===== config.mk =====
export PLATFORM = sky130hd
export DESIGN_NAME = mcd_io_ctl_flat
export DESIGN_NICKNAME = d
export VERILOG_FILES = /design/src/rtl/mcd_io_ctl_pkg.sv /design/src/rtl/mcd_io_ctl_if.sv /design/src/rtl/mcd_io_ctl_irq_sched.sv /design/src/rtl/mcd_io_ctl.sv /design/src/flat_wrapper.sv
export SDC_FILE = /design/constraint.sdc
export NUM_CORES = 1
export LEC_CHECK = 0
export ABC_AREA = 0
export CAP_MARGIN = 20
export CORE_AREA = 2 2 120 122
export DETAILED_ROUTE_END_ITERATION = 8
export DIE_AREA = 0 0 122 124
export PLACE_DENSITY = 0.65
export SETUP_SLACK_MARGIN = 0.3
export SLEW_MARGIN = 20
export SYNTH_ARGS = -nofsm -noshare
export SYNTH_HDL_FRONTEND = slang
export SYNTH_HIERARCHICAL = 1
export SYNTH_SLANG_ARGS = --single-unit

===== constraint.sdc =====
create_clock -name clk -period 3.7 [get_ports clk]
set_clock_uncertainty 0.05 [all_clocks]
set_input_delay 0.555 -clock clk [delete_from_list [all_inputs] [get_ports clk]]
set_output_delay 0.555 -clock clk [all_outputs]
set_load 0.05 [all_outputs]

===== src/rtl/mcd_io_ctl_pkg.sv =====
// Shared address map, command bit positions and status packing for the Mega-CD host control block.
package mcd_pkg;

    localparam logic [15:0] CFG_BASE    = 16'hFF00;
    localparam logic [15:0] PHA_ADDR    = 16'hFF20;
    localparam logic [15:0] PHA_LO_ADDR = 16'hFF21;
    localparam logic [15:0] CMD_ADDR    = 16'h8010;
    localparam logic [15:0] STAT_ADDR   = 16'h8011;
    localparam logic [15:0] MCLR_ADDR   = 16'h8012;

    localparam int CMD_IRQ_BIT  = 0;
    localparam int CMD_MUTE_LSB = 1;

    // Status byte: {ovf, pending, armed, mute[4:0]}; mute channels beyond 5 are not visible here.
    function automatic logic [7:0] status_byte(input logic ovf, input logic pending,
                                               input logic armed, input logic [4:0] mute);
        status_byte = {ovf, pending, armed, mute};
    endfunction

endpackage


===== src/rtl/mcd_io_ctl_if.sv =====
// PI-bus side and core-side signal bundle of the Mega-CD control block.
interface mcd_io_ctl_if #(
    parameter int DSP_BYTES = 8,
    parameter int MUTE_CH   = 2,
    parameter int PHA_W     = 12
);
    logic                   ce_mcd;
    logic [15:0]            addr;
    logic [7:0]             dato;
    logic                   we_sync;
    logic                   oe_sync;
    logic                   us_tick;
    logic                   frame_tick;
    logic                   ce_cdc;
    logic                   ce_cdd;
    logic                   mcd_irq;
    logic [MUTE_CH-1:0]     mute;
    logic                   mcd_rack;
    logic [8*DSP_BYTES-1:0] cfg_dsp;
    logic [PHA_W-1:0]       cfg_pha;
    logic [7:0]             rd_dat;

    modport slave (
        input  ce_mcd, addr, dato, we_sync, oe_sync, us_tick, frame_tick,
        output ce_cdc, ce_cdd, mcd_irq, mute, mcd_rack, cfg_dsp, cfg_pha, rd_dat
    );

    modport master (
        output ce_mcd, addr, dato, we_sync, oe_sync, us_tick, frame_tick,
        input  ce_cdc, ce_cdd, mcd_irq, mute, mcd_rack, cfg_dsp, cfg_pha, rd_dat
    );
endinterface


===== src/rtl/mcd_io_ctl_irq_sched.sv =====
// Frame-synchronised IRQ scheduler: phase counter after frame_tick, pending/overflow tracking, IRQ pulse.
module mcd_irq_sched #(
    parameter int PHA_W = 12
) (
    input  logic             clk,
    input  logic             rst,
    input  logic             frame_tick_i,
    input  logic             us_tick_i,
    input  logic             req_i,
    input  logic             ovf_clr_i,
    input  logic [PHA_W-1:0] pha_i,
    output logic             irq_o,
    output logic             pending_o,
    output logic             armed_o,
    output logic             ovf_o
);
    logic [PHA_W-1:0] cnt_q, cnt_d;
    logic             armed_q, armed_d;
    logic             pending_q, pending_d;
    logic             ovf_q, ovf_d;
    logic             irq_q, irq_d;
    logic             fire;

    always_comb begin
        fire      = armed_q && pending_q && (cnt_q == pha_i) && !frame_tick_i;
        cnt_d     = cnt_q;
        armed_d   = armed_q;
        pending_d = pending_q;
        ovf_d     = ovf_q;
        irq_d     = fire;

        if (frame_tick_i) begin
            cnt_d   = '0;
            armed_d = 1'b1;
        end else begin
            if (armed_q && us_tick_i && (cnt_q != '1))
                cnt_d = cnt_q + 1'b1;
            // Once the window has gone by, a late request must wait for the next frame.
            if (fire || (armed_q && (cnt_q > pha_i)))
                armed_d = 1'b0;
        end

        // A request arriving on the fire cycle survives as the new pending one.
        if (fire) begin
            pending_d = req_i;
        end else if (req_i) begin
            pending_d = 1'b1;
            if (pending_q)
                ovf_d = 1'b1;
        end

        if (ovf_clr_i)
            ovf_d = 1'b0;
    end

    always_ff @(negedge clk) begin
        if (rst) begin
            cnt_q     <= '0;
            armed_q   <= 1'b0;
            pending_q <= 1'b0;
            ovf_q     <= 1'b0;
            irq_q     <= 1'b0;
        end else begin
            cnt_q     <= cnt_d;
            armed_q   <= armed_d;
            pending_q <= pending_d;
            ovf_q     <= ovf_d;
            irq_q     <= irq_d;
        end
    end

    assign irq_o     = irq_q;
    assign pending_o = pending_q;
    assign armed_o   = armed_q;
    assign ovf_o     = ovf_q;
endmodule


===== src/rtl/mcd_io_ctl.sv =====
// Mega-CD host control I/O: PI-bus decode, DSP/phase config registers, mute latches and readback.
module mcd_io_ctl
    import mcd_pkg::*;
#(
    parameter int DSP_BYTES = 8,
    parameter int MUTE_CH   = 2,
    parameter int PHA_W     = 12,
    parameter int PHA_DEF   = 350,
    parameter int CDC_LEN   = 2352,
    parameter int CDD_LEN   = 5
) (
    input logic         clk,
    input logic         rst,
    mcd_io_ctl_if.slave bus
);
    localparam logic [14:0]      CDC_LIM = 15'(CDC_LEN);
    localparam logic [14:0]      CDD_LIM = 15'(CDD_LEN);
    localparam logic [PHA_W-1:0] PHA_RST = PHA_W'(PHA_DEF);

    logic [DSP_BYTES-1:0][7:0] dsp_q, dsp_d;
    logic [PHA_W-1:0]          pha_q, pha_d;
    logic [MUTE_CH-1:0]        mute_q, mute_d;
    logic                      rack_q, rack_d;
    logic [7:0]                rd_q, rd_d;
    logic [7:0]                rd_mux;
    logic                      wr, rd, req, ovf_clr;
    logic                      pending, armed, ovf, irq;

    assign wr      = bus.we_sync && bus.ce_mcd;
    assign rd      = bus.oe_sync && bus.ce_mcd;
    assign req     = wr && (bus.addr == CMD_ADDR) && bus.dato[CMD_IRQ_BIT];
    assign ovf_clr = wr && (bus.addr == STAT_ADDR);

    assign bus.ce_cdc = bus.ce_mcd && !bus.addr[15] && (bus.addr[14:0] < CDC_LIM);
    assign bus.ce_cdd = bus.ce_mcd &&  bus.addr[15] && (bus.addr[14:0] < CDD_LIM);

    always_comb begin
        dsp_d  = dsp_q;
        pha_d  = pha_q;
        mute_d = mute_q;
        rack_d = 1'b0;
        if (wr) begin
            for (int i = 0; i < DSP_BYTES; i++)
                if (bus.addr == CFG_BASE + 16'(i))
                    dsp_d[i] = bus.dato;
            if (bus.addr == PHA_ADDR)
                pha_d[PHA_W-1:8] = bus.dato[PHA_W-9:0];
            if (bus.addr == PHA_LO_ADDR)
                pha_d[7:0] = bus.dato;
            if (bus.addr == CMD_ADDR) begin
                mute_d = mute_q | bus.dato[MUTE_CH:CMD_MUTE_LSB];
                rack_d = bus.dato[MUTE_CH+1];
            end
            if (bus.addr == MCLR_ADDR)
                mute_d = mute_q & ~bus.dato[MUTE_CH-1:0];
        end
        // A zero phase is never kept: it falls back to the default on the following cycle.
        if (pha_q == '0)
            pha_d = PHA_RST;
    end

    always_comb begin
        rd_mux = 8'h00;
        for (int i = 0; i < DSP_BYTES; i++)
            if (bus.addr == CFG_BASE + 16'(i))
                rd_mux = dsp_q[i];
        if (bus.addr == PHA_ADDR)
            rd_mux = 8'(pha_q[PHA_W-1:8]);
        if (bus.addr == PHA_LO_ADDR)
            rd_mux = pha_q[7:0];
        if (bus.addr == STAT_ADDR)
            rd_mux = status_byte(ovf, pending, armed, 5'(mute_q));
        rd_d = rd ? rd_mux : rd_q;
    end

    always_ff @(negedge clk) begin
        if (rst) begin
            dsp_q  <= '0;
            pha_q  <= PHA_RST;
            mute_q <= '0;
            rack_q <= 1'b0;
            rd_q   <= 8'h00;
        end else begin
            dsp_q  <= dsp_d;
            pha_q  <= pha_d;
            mute_q <= mute_d;
            rack_q <= rack_d;
            rd_q   <= rd_d;
        end
    end

    mcd_irq_sched #(.PHA_W(PHA_W)) u_sched (
        .clk          (clk),
        .rst          (rst),
        .frame_tick_i (bus.frame_tick),
        .us_tick_i    (bus.us_tick),
        .req_i        (req),
        .ovf_clr_i    (ovf_clr),
        .pha_i        (pha_q),
        .irq_o        (irq),
        .pending_o    (pending),
        .armed_o      (armed),
        .ovf_o        (ovf)
    );

    assign bus.mcd_irq  = irq;
    assign bus.mute     = mute_q;
    assign bus.mcd_rack = rack_q;
    assign bus.cfg_dsp  = dsp_q;
    assign bus.cfg_pha  = pha_q;
    assign bus.rd_dat   = rd_q;
endmodule


===== src/flat_wrapper.sv =====
// flat-port wrapper written by rule: the top's interface ports become plain ports
module mcd_io_ctl_flat import mcd_pkg::*;
#(
    parameter int DSP_BYTES = 8,
    parameter int MUTE_CH   = 2,
    parameter int PHA_W     = 12,
    parameter int PHA_DEF   = 350,
    parameter int CDC_LEN   = 2352,
    parameter int CDD_LEN   = 5
)
  (clk, rst, bus_ce_mcd, bus_addr, bus_dato, bus_we_sync, bus_oe_sync, bus_us_tick, bus_frame_tick, bus_ce_cdc, bus_ce_cdd, bus_mcd_irq, bus_mute, bus_mcd_rack, bus_cfg_dsp, bus_cfg_pha, bus_rd_dat);
  mcd_io_ctl_if #(.DSP_BYTES(DSP_BYTES), .MUTE_CH(MUTE_CH), .PHA_W(PHA_W)) bus_i ();
  input logic clk;
  input logic rst;
  input wire logic [$bits(bus_i.ce_mcd)-1:0] bus_ce_mcd;
  input wire logic [$bits(bus_i.addr)-1:0] bus_addr;
  input wire logic [$bits(bus_i.dato)-1:0] bus_dato;
  input wire logic [$bits(bus_i.we_sync)-1:0] bus_we_sync;
  input wire logic [$bits(bus_i.oe_sync)-1:0] bus_oe_sync;
  input wire logic [$bits(bus_i.us_tick)-1:0] bus_us_tick;
  input wire logic [$bits(bus_i.frame_tick)-1:0] bus_frame_tick;
  output wire logic [$bits(bus_i.ce_cdc)-1:0] bus_ce_cdc;
  output wire logic [$bits(bus_i.ce_cdd)-1:0] bus_ce_cdd;
  output wire logic [$bits(bus_i.mcd_irq)-1:0] bus_mcd_irq;
  output wire logic [$bits(bus_i.mute)-1:0] bus_mute;
  output wire logic [$bits(bus_i.mcd_rack)-1:0] bus_mcd_rack;
  output wire logic [$bits(bus_i.cfg_dsp)-1:0] bus_cfg_dsp;
  output wire logic [$bits(bus_i.cfg_pha)-1:0] bus_cfg_pha;
  output wire logic [$bits(bus_i.rd_dat)-1:0] bus_rd_dat;
  assign bus_i.ce_mcd = bus_ce_mcd;
  assign bus_i.addr = bus_addr;
  assign bus_i.dato = bus_dato;
  assign bus_i.we_sync = bus_we_sync;
  assign bus_i.oe_sync = bus_oe_sync;
  assign bus_i.us_tick = bus_us_tick;
  assign bus_i.frame_tick = bus_frame_tick;
  assign bus_ce_cdc = bus_i.ce_cdc;
  assign bus_ce_cdd = bus_i.ce_cdd;
  assign bus_mcd_irq = bus_i.mcd_irq;
  assign bus_mute = bus_i.mute;
  assign bus_mcd_rack = bus_i.mcd_rack;
  assign bus_cfg_dsp = bus_i.cfg_dsp;
  assign bus_cfg_pha = bus_i.cfg_pha;
  assign bus_rd_dat = bus_i.rd_dat;
  mcd_io_ctl #(.DSP_BYTES(DSP_BYTES), .MUTE_CH(MUTE_CH), .PHA_W(PHA_W), .PHA_DEF(PHA_DEF), .CDC_LEN(CDC_LEN), .CDD_LEN(CDD_LEN)) u_core (.clk(clk), .rst(rst), .bus(bus_i));
endmodule

* Word-level counts from Yosys, hierarchy flattened
Index checks and enable logic that the tools add are counted.
Word-level totals: bits in registers 103, bits of input ports 31, word-level logic and storage cells 98
Cells by class: add/sub/neg operators 1, order comparisons 3, eq/ne operators 15, muxes and demuxes 17, bitwise gates (word level) 6, reduce and logical (&&, ||, !) cells 38
Operator list (count):
- == test 16 bit (second input constant) | 13
- two-way mux 8 bit | 11
- AND reduction 2 bit | 11
- logical AND 1 bit | 15
- < comparator 15 x 12 -> 1 bit (second input constant) | 1
- < comparator 15 x 3 -> 1 bit (second input constant) | 1
- adder 12 x 1 -> 12 bit (second input constant) | 1
- == test 12 bit | 1
- > comparator 12 bit | 1
- zero test 12 bit | 1
- != test 12 bit (second input constant) | 1
- nonzero test 2 bit | 3
- OR reduction 2 bit | 3
- two-way mux 1 bit | 4
- two-way mux 2 bit | 2
- NOT 1 bit | 3
- AND reduction 3 bit | 1
- OR reduction 3 bit | 1
- AND 2 bit | 1
- zero test 1 bit | 2
- NOT 2 bit | 1
- bitwise OR 2 bit | 1
- logical OR 1 bit | 1

* Logic depth before layout (Yosys ltp)
Gate-level depths: netlist of run 1.
word-level depth 12, mapped depth 8

* Modules after synthesis
The synthesis of run 1 kept the hierarchy.
Modules (own cells, without submodules):
- mcd_io_ctl | times used 1, cells an instance 521, area each 4381.7 um2, seq. area each 1741.7 um2
- mcd_irq_sched | times used 1, cells an instance 132, area each 1087.3 um2, seq. area each 320.3 um2

==> results.json, run 1 <==
{
  "rsz0062_at_grt": "true",
  "clkTransAtPathRegs_ns": 0.03,
  "ys_seq_area_share_pct": 37.7,
  "avgViaCountPerCell": 5.79,
  "io_buffers": 120,
  "clock_path_buffers": 2,
  "dieArea_um2": 15100,
  "dr_total_vias": 6944,
  "synthTopCellsByCount": "dfxtp_1 (103), nor2_1 (79), nand2_1 (73), mux2i_1 (52), a21oi_1 (44)",
  "ys.flop_type": "dfxtp_1",
  "die_x_um": 122,
  "grt.total_usage_pct": 31.8,
  "r2r_start": "u_core/bus.cfg_pha[7]$_SDFFE_NP0P_",
  "maxCapViolCount": 0,
  "synth_area_leaders": "dfxtp_1 (38%), mux2i_1 (9.5%), nor2_1 (5.4%), nand2_1 (5.0%), a21oi_1 (4.0%)",
  "dr.pass1.iters": 8,
  "rows": 43,
  "cts_buffers": 9,
  "ys_types": 72,
  "pre_cts_slack_ns": -0.991,
  "insertion_delay_ns": 0.43,
  "power_uw": 2910,
  "yosys_register_bits": 103,
  "io_pins": 121,
  "hold_viol_final": 0,
  "wl_per_cell_um": 21.0,
  "powerDensity_nw_per_um2": 275,
  "maxSlewHeadroom_pct": 67.2,
  "dr.first_iter.drc_count": 773,
  "hpwl_um": 17100,
  "critPathLaunchType": "input pin",
  "violations": "setup timing",
  "hold_start": "u_core/bus.cfg_dsp[23]$_SDFFE_NP0P_",
  "cp-end-kind": "flop",
  "grt_pass1_wl_um": 36600,
  "setup_tns_ns": -6.12,
  "syn_avg_cell_area_um2": 8.38,
  "slew_viol_final": 0,
  "ant_nets": 0,
  "core_um2": 13700,
  "wl_um": 25200,
  "ff2ff_setup_slack_ns": 1.48,
  "syn_to_final_growth_pct": 93.8,
  "min_path_type": "reg2reg",
  "cp.arrival_ns": 2.34,
  "cts_tree": "yes",
  "setup_ws_ns": -0.212,
  "async_flop_share_pct": 0,
  "netlist_instances": 653,
  "synth_edf_count": 0,
  "globalplace.congestion": 0.978,
  "yosys_warnings": 6,
  "cts_root_buf": "clkbuf_16",
  "p_leak_uw": 0.00465,
  "n_fill_cell": 899,
  "die_h_um": 124,
  "reg2reg_to": "u_core/u_sched/ovf_o$_SDFFE_NP0P_",
  "diodes": 0,
  "drive_above_1_share_pct": 49.5,
  "final_util_pct": 77.3,
  "worstSetupPathType": "in2reg",
  "synth.most_common_cell": "dfxtp_1",
  "numClockSinks": 103,
  "status": "finished, violations left",
  "drc": 0,
  "holdBufCountCts": 0,
  "instances_no_fill": 1199,
  "worst_pin_slew_ns": 0.491,
  "grt_overflow": 0,
  "yosysTopAreaCell": "dfxtp_1",
  "crit_required_ns": 2.13,
  "setup_viol_count_final": 69,
  "syn_nets": 697,
  "fin_nets": 1058,
  "rr_worst_depth": 7,
  "dp.cells": 1026,
  "grt_max_degree": 37,
  "initial_utilization_pct": 39.9,
  "ir_drop_mv": 0.247,
  "cp_max_fo": 4,
  "h-tree-depth": 3,
  "hold_path_depth": 2,
  "synth_area_um2": 5470,
  "grt_pass1_vias": 6891,
  "hold_end": "u_core/bus.cfg_dsp[23]$_SDFFE_NP0P_",
  "yosysTopAreaCellShare_pct": 37.7,
  "antenna_found_initial": 0
}
-- how the worst max path moves through the flow --
stage | start | endpoint | slack, ns | cells after the start
2_1_floorplan | bus_addr[6] | u_core/bus.cfg_dsp[56]$_SDFFE_NP0P_ | -0.31 | 5
3_3_place_gp | bus_addr[2] | u_core/bus.cfg_pha[0]$_SDFFE_NP0P_ | -0.97 | 7
3_5_place_dp | bus_addr[4] | u_core/bus.cfg_pha[5]$_SDFFE_NP0P_ | -0.99 | 7
4_1_cts | bus_addr[5] | u_core/bus.cfg_dsp[62]$_SDFFE_NP0P_ | -0.21 | 6
5_1_grt | bus_addr[5] | u_core/bus.rd_dat[7]$_SDFFE_NP0P_ | -0.24 | 9
6_report | bus_addr[5] | u_core/bus.rd_dat[7]$_SDFFE_NP0P_ | -0.21 | 9
-- report_power, final --
part           internal, uW  total, uW  switching [uW]
Combinational           113        265             152
Sequential             1070       1080            2.90
Clock                   759       1570             808
Total                  1950       2910             963
-- worst max-delay path: stages --
cell     delay (ns)
buf_8          0.10
or4_4          0.56
buf_6          0.15
nor4_4         0.23
buf_4          0.19
and2_4         0.17
a221o_1        0.16
a21oi_2        0.08
o21ai_1        0.13
-- cell usage in the layout, fill, tap and decap left out, drive strengths merged, types with 5 or more instances in the layout --
master         synthesis  layout
a31oi                  7       7
nand2b                 5       5
nor4                   8       8
nor2                  83      83
or3                   10      10
inv                   27     131
nand2                 73      73
o21ai                 24      24
dfxtp                103     103
nor3                  10      10
clkdlybuf4s50          0      10
mux2i                 52      52
nor2b                  6       6
nand4                 14      14
clkbuf                15      12
o31ai                  6       6
o22ai                  5       5
and4                   5       5
nand3                 43      43
a211oi                 7       7
a21oi                 44      44
ha                    13      13
or4                    5       5
o211ai                 8       8
buf                   19     264
-- per-stage QoR --
step                      cell area, um2  hold WS, ns
final                              10600        0.449
after global routing               10600        0.452
after CTS                          10100        0.441
after global placement              8620        0.441
after detailed placement            8620        0.440
after floorplan                     5650        0.393
-- repair_timing --
action / 4_1_cts / 5_1_grt
cloned: 0 / 1
setup endpoints to repair: 183 / 138
buffers inserted: 32 / 23
gates resized for setup: 275 / 99
endpoints found under the hold margin: 0 / 0
pin swaps: 61 / 47
-- registers in the layout, summed over array words and instances, names as in the netlist --
name / flops
u_core/bus.rd_dat: 8
u_core/bus.cfg_dsp: 64
u_core/u_sched/armed_o: 1
u_core/bus.mute: 2
u_core/bus.mcd_rack: 1
u_core/u_sched/cnt_q: 12
u_core/u_sched/irq_o: 1
u_core/bus.cfg_pha: 12
u_core/u_sched/pending_o: 1
u_core/u_sched/ovf_o: 1
-- layer usage --
metal,GRT usage (%),share of wire [%],vias to the layer above
met4,14.8,3.8,0
li1,-,-,3111
met1,39.7,39,3295
met3,8.93,9.1,88
met5,0,0,-
met2,50.9,48,450
-- layout make-up --
cell class | instances | area (um2) | share of cell area (%)
Clock buffer | 9 | 225 | 2.12
Clock inverter | 110 | 500 | 4.72
Inverter | 25 | 93.8 | 0.885
Multi-Input combinational cell | 489 | 3770 | 35.6
Sequential cell | 103 | 2320 | 21.9
Tap cell | 180 | 225 | 2.12
Timing Repair Buffer | 283 | 3460 | 32.7
-- cell families after synthesis --
family | after synthesis | synth area share (%)
AO/OA/AOI/OAI | 135 | 16.2
XOR/XNOR | 4 | 0.641
adder cells (fa/ha/maj) | 13 | 2.97
buffers and inverters | 61 | 4.96
flip-flops | 103 | 37.7
multiplexers | 58 | 11.4
AND/OR/NAND/NOR | 279 | 26.1
Power figures use the tool's default switching activity.
==> inputs of run 2 (changes only) <==
TNS_END_PERCENT = 10   (was default)
==> run 2 against run 1 <==
The run still ends with setup timing left. Clock power fell by 6%. Utilization fell by 4.5 points. Sequential cell count did not move. Via count fell by 3.8%. Hold slack got worse by 0.0032 ns. Register-to-register slack improved by 0.06 ns. Critical endpoint is now u_core/bus.cfg_dsp[63]$_SDFFE_NP0P_.
==> results.json, run 2 (synthesis gave the netlist of run 1 again) <==
{
  "powerDensity_nw_per_um2": 287,
  "seq_area_um2": 2100,
  "maxCapViolCount": 0,
  "crit_required_ns": 2.09,
  "antenna_found_initial": 0,
  "cts_buffers": 9,
  "slew_viol_final": 0,
  "sequentialPowerShare_pct": 38.9,
  "final_cell_mix": "inv_1 (129), buf_4 (113), buf_12 (102), dfxtp_1 (89), nor2_1 (74)",
  "dr_total_vias": 6677,
  "numClockSinks": 103,
  "critPathLaunchType": "input pin",
  "final_common_cell": "inv_1",
  "cts_root_buf": "clkbuf_16",
  "hold_viol_final": 0,
  "diodes": 0,
  "dieArea_um2": 15100,
  "cts_tree": "yes",
  "io_buffers": 120,
  "worst_pin_slew_ns": 0.583,
  "wl_met3_um": 1910,
  "insertion_delay_ns": 0.43,
  "grt_pass1_vias": 6742,
  "clock_path_buffers": 2,
  "avgViaCountPerCell": 5.65,
  "p_int_uw": 1930,
  "fin_nets": 1040,
  "globalplace.congestion": 0.960,
  "wl_um": 24100,
  "p_comb_share_pct": 9.6,
  "dr.pass1.iters": 7,
  "h-tree-depth": 3,
  "setup_tns_ns": -3.78,
  "power.switching_uw": 938,
  "rows": 43,
  "setup_ws_ns": -0.221,
  "grt_max_degree": 32,
  "die_h_um": 124,
  "cp.arrival_ns": 2.31,
  "grt_pass1_wl_um": 36200,
  "drive_above_1_share_pct": 36.3,
  "worstSetupPathType": "in2reg",
  "instances_no_fill": 1181,
  "dr.first_iter.drc_count": 557,
  "initial_utilization_pct": 39.9,
  "maxSlewHeadroom_pct": 60.9,
  "clkTransAtPathRegs_ns": 0.03,
  "grt.total_usage_pct": 31.6,
  "multiInputGateArea_um2": 3490,
  "drc": 0,
  "p_leak_uw": 0.00450,
  "grt_overflow": 0,
  "ant_nets": 0,
  "core_um2": 13700,
  "ir_drop_mv": 0.208,
  "status": "finished, violations left",
  "dr_wl_met2_um": 11900,
  "die_x_um": 122,
  "drt-met1-wl_um": 9620,
  "cp_max_fo": 8,
  "syn_to_final_growth_pct": 82.7,
  "wl_per_cell_um": 20.4,
  "setup_viol_count_final": 66,
  "dp.cells": 1037,
  "p_sw_share_pct": 32.7,
  "highest_layer": "met4",
  "cp-end-kind": "flop",
  "min_path_type": "reg2reg",
  "violations": "setup timing",
  "io_pins": 121,
  "rsz0062_at_grt": "true",
  "n_fill_cell": 1032,
  "hpwl_um": 17600,
  "pwr-share-clk_pct": 51.5,
  "largest_register_ffs": 64,
  "pre_cts_slack_ns": -1.02
}
run 2: cell types whose count changed in the layout (fill, tap and decap cells not counted), moves of 9 or more:
cell     delta
a21oi_1    +14
a21oi_2    -14
buf_4      -17
dfxtp_1    +73
dfxtp_2    -22
dfxtp_4    -51
nand2_1    +19
nand2_2    -12
nand3_1     +9
run 2: metrics by stage:
step	area [um2]	util [%]	hold slack (ns)	total power (uW)
after floorplan	5490	-	0.389	1400
after global placement	8650	63.0	0.431	1540
after detailed placement	8650	63.0	0.444	1540
after CTS	9660	70.4	0.450	2890
after global routing	9990	72.8	0.476	3070
final	9990	72.8	0.446	2870
run 2: routing by layer:
metal  GRT usage, %  vias up
li1               -     3068
met1           36.6     3242
met2           53.1      324
met3           10.5       43
met4           14.1        0
met5              0        -
run 2: worst max-delay path, stage by stage:
cell	delay, ns
buf_6	0.09
or4_4	0.57
or4_4	0.56
nor2_8	0.20
mux2i_1	0.25
nor2_1	0.07
run 2: worst paths after layout:
path | from | end | slack (ns) | cells past startpoint
worst max register to register | u_core/bus.cfg_pha[6]$_SDFFE_NP1P_ | u_core/u_sched/ovf_o$_SDFFE_NP0P_ | 1.54 | 7
worst min register to register | u_core/u_sched/cnt_q[1]$_SDFFE_NP0P_ | u_core/u_sched/cnt_q[1]$_SDFFE_NP0P_ | 0.45 | 2
worst min-delay path | u_core/u_sched/cnt_q[1]$_SDFFE_NP0P_ | u_core/u_sched/cnt_q[1]$_SDFFE_NP0P_ | 0.45 | 2
worst max-delay path | bus_addr[5] | u_core/bus.cfg_dsp[63]$_SDFFE_NP0P_ | -0.22 | 6
run 2: power groups by stage:
stage / logic, uW / registers [uW] / clock network (uW)
floorplan: 85.0 / 1140 / 172
global placement: 227 / 1140 / 172
detailed placement: 230 / 1140 / 172
CTS: 248 / 1120 / 1520
global route: 287 / 1110 / 1670
finish: 275 / 1120 / 1480
run 2: cell type report:
cell class                      instances  area share [%]
Tap cell                              180            2.25
Timing Repair Buffer                  265            33.8
Multi-Input combinational cell        489            35.0
Clock inverter                        110            4.75
Clock buffer                            9            2.25
Sequential cell                       103            21.0
Inverter                               25           0.939
run 2: repair_timing:
item / in CTS / in global routing
buffers inserted: 15 / 12
setup endpoints to repair: 184 / 188
resized for setup: 106 / 85
pin swaps: 43 / 44
hold buffers: 0 / 0
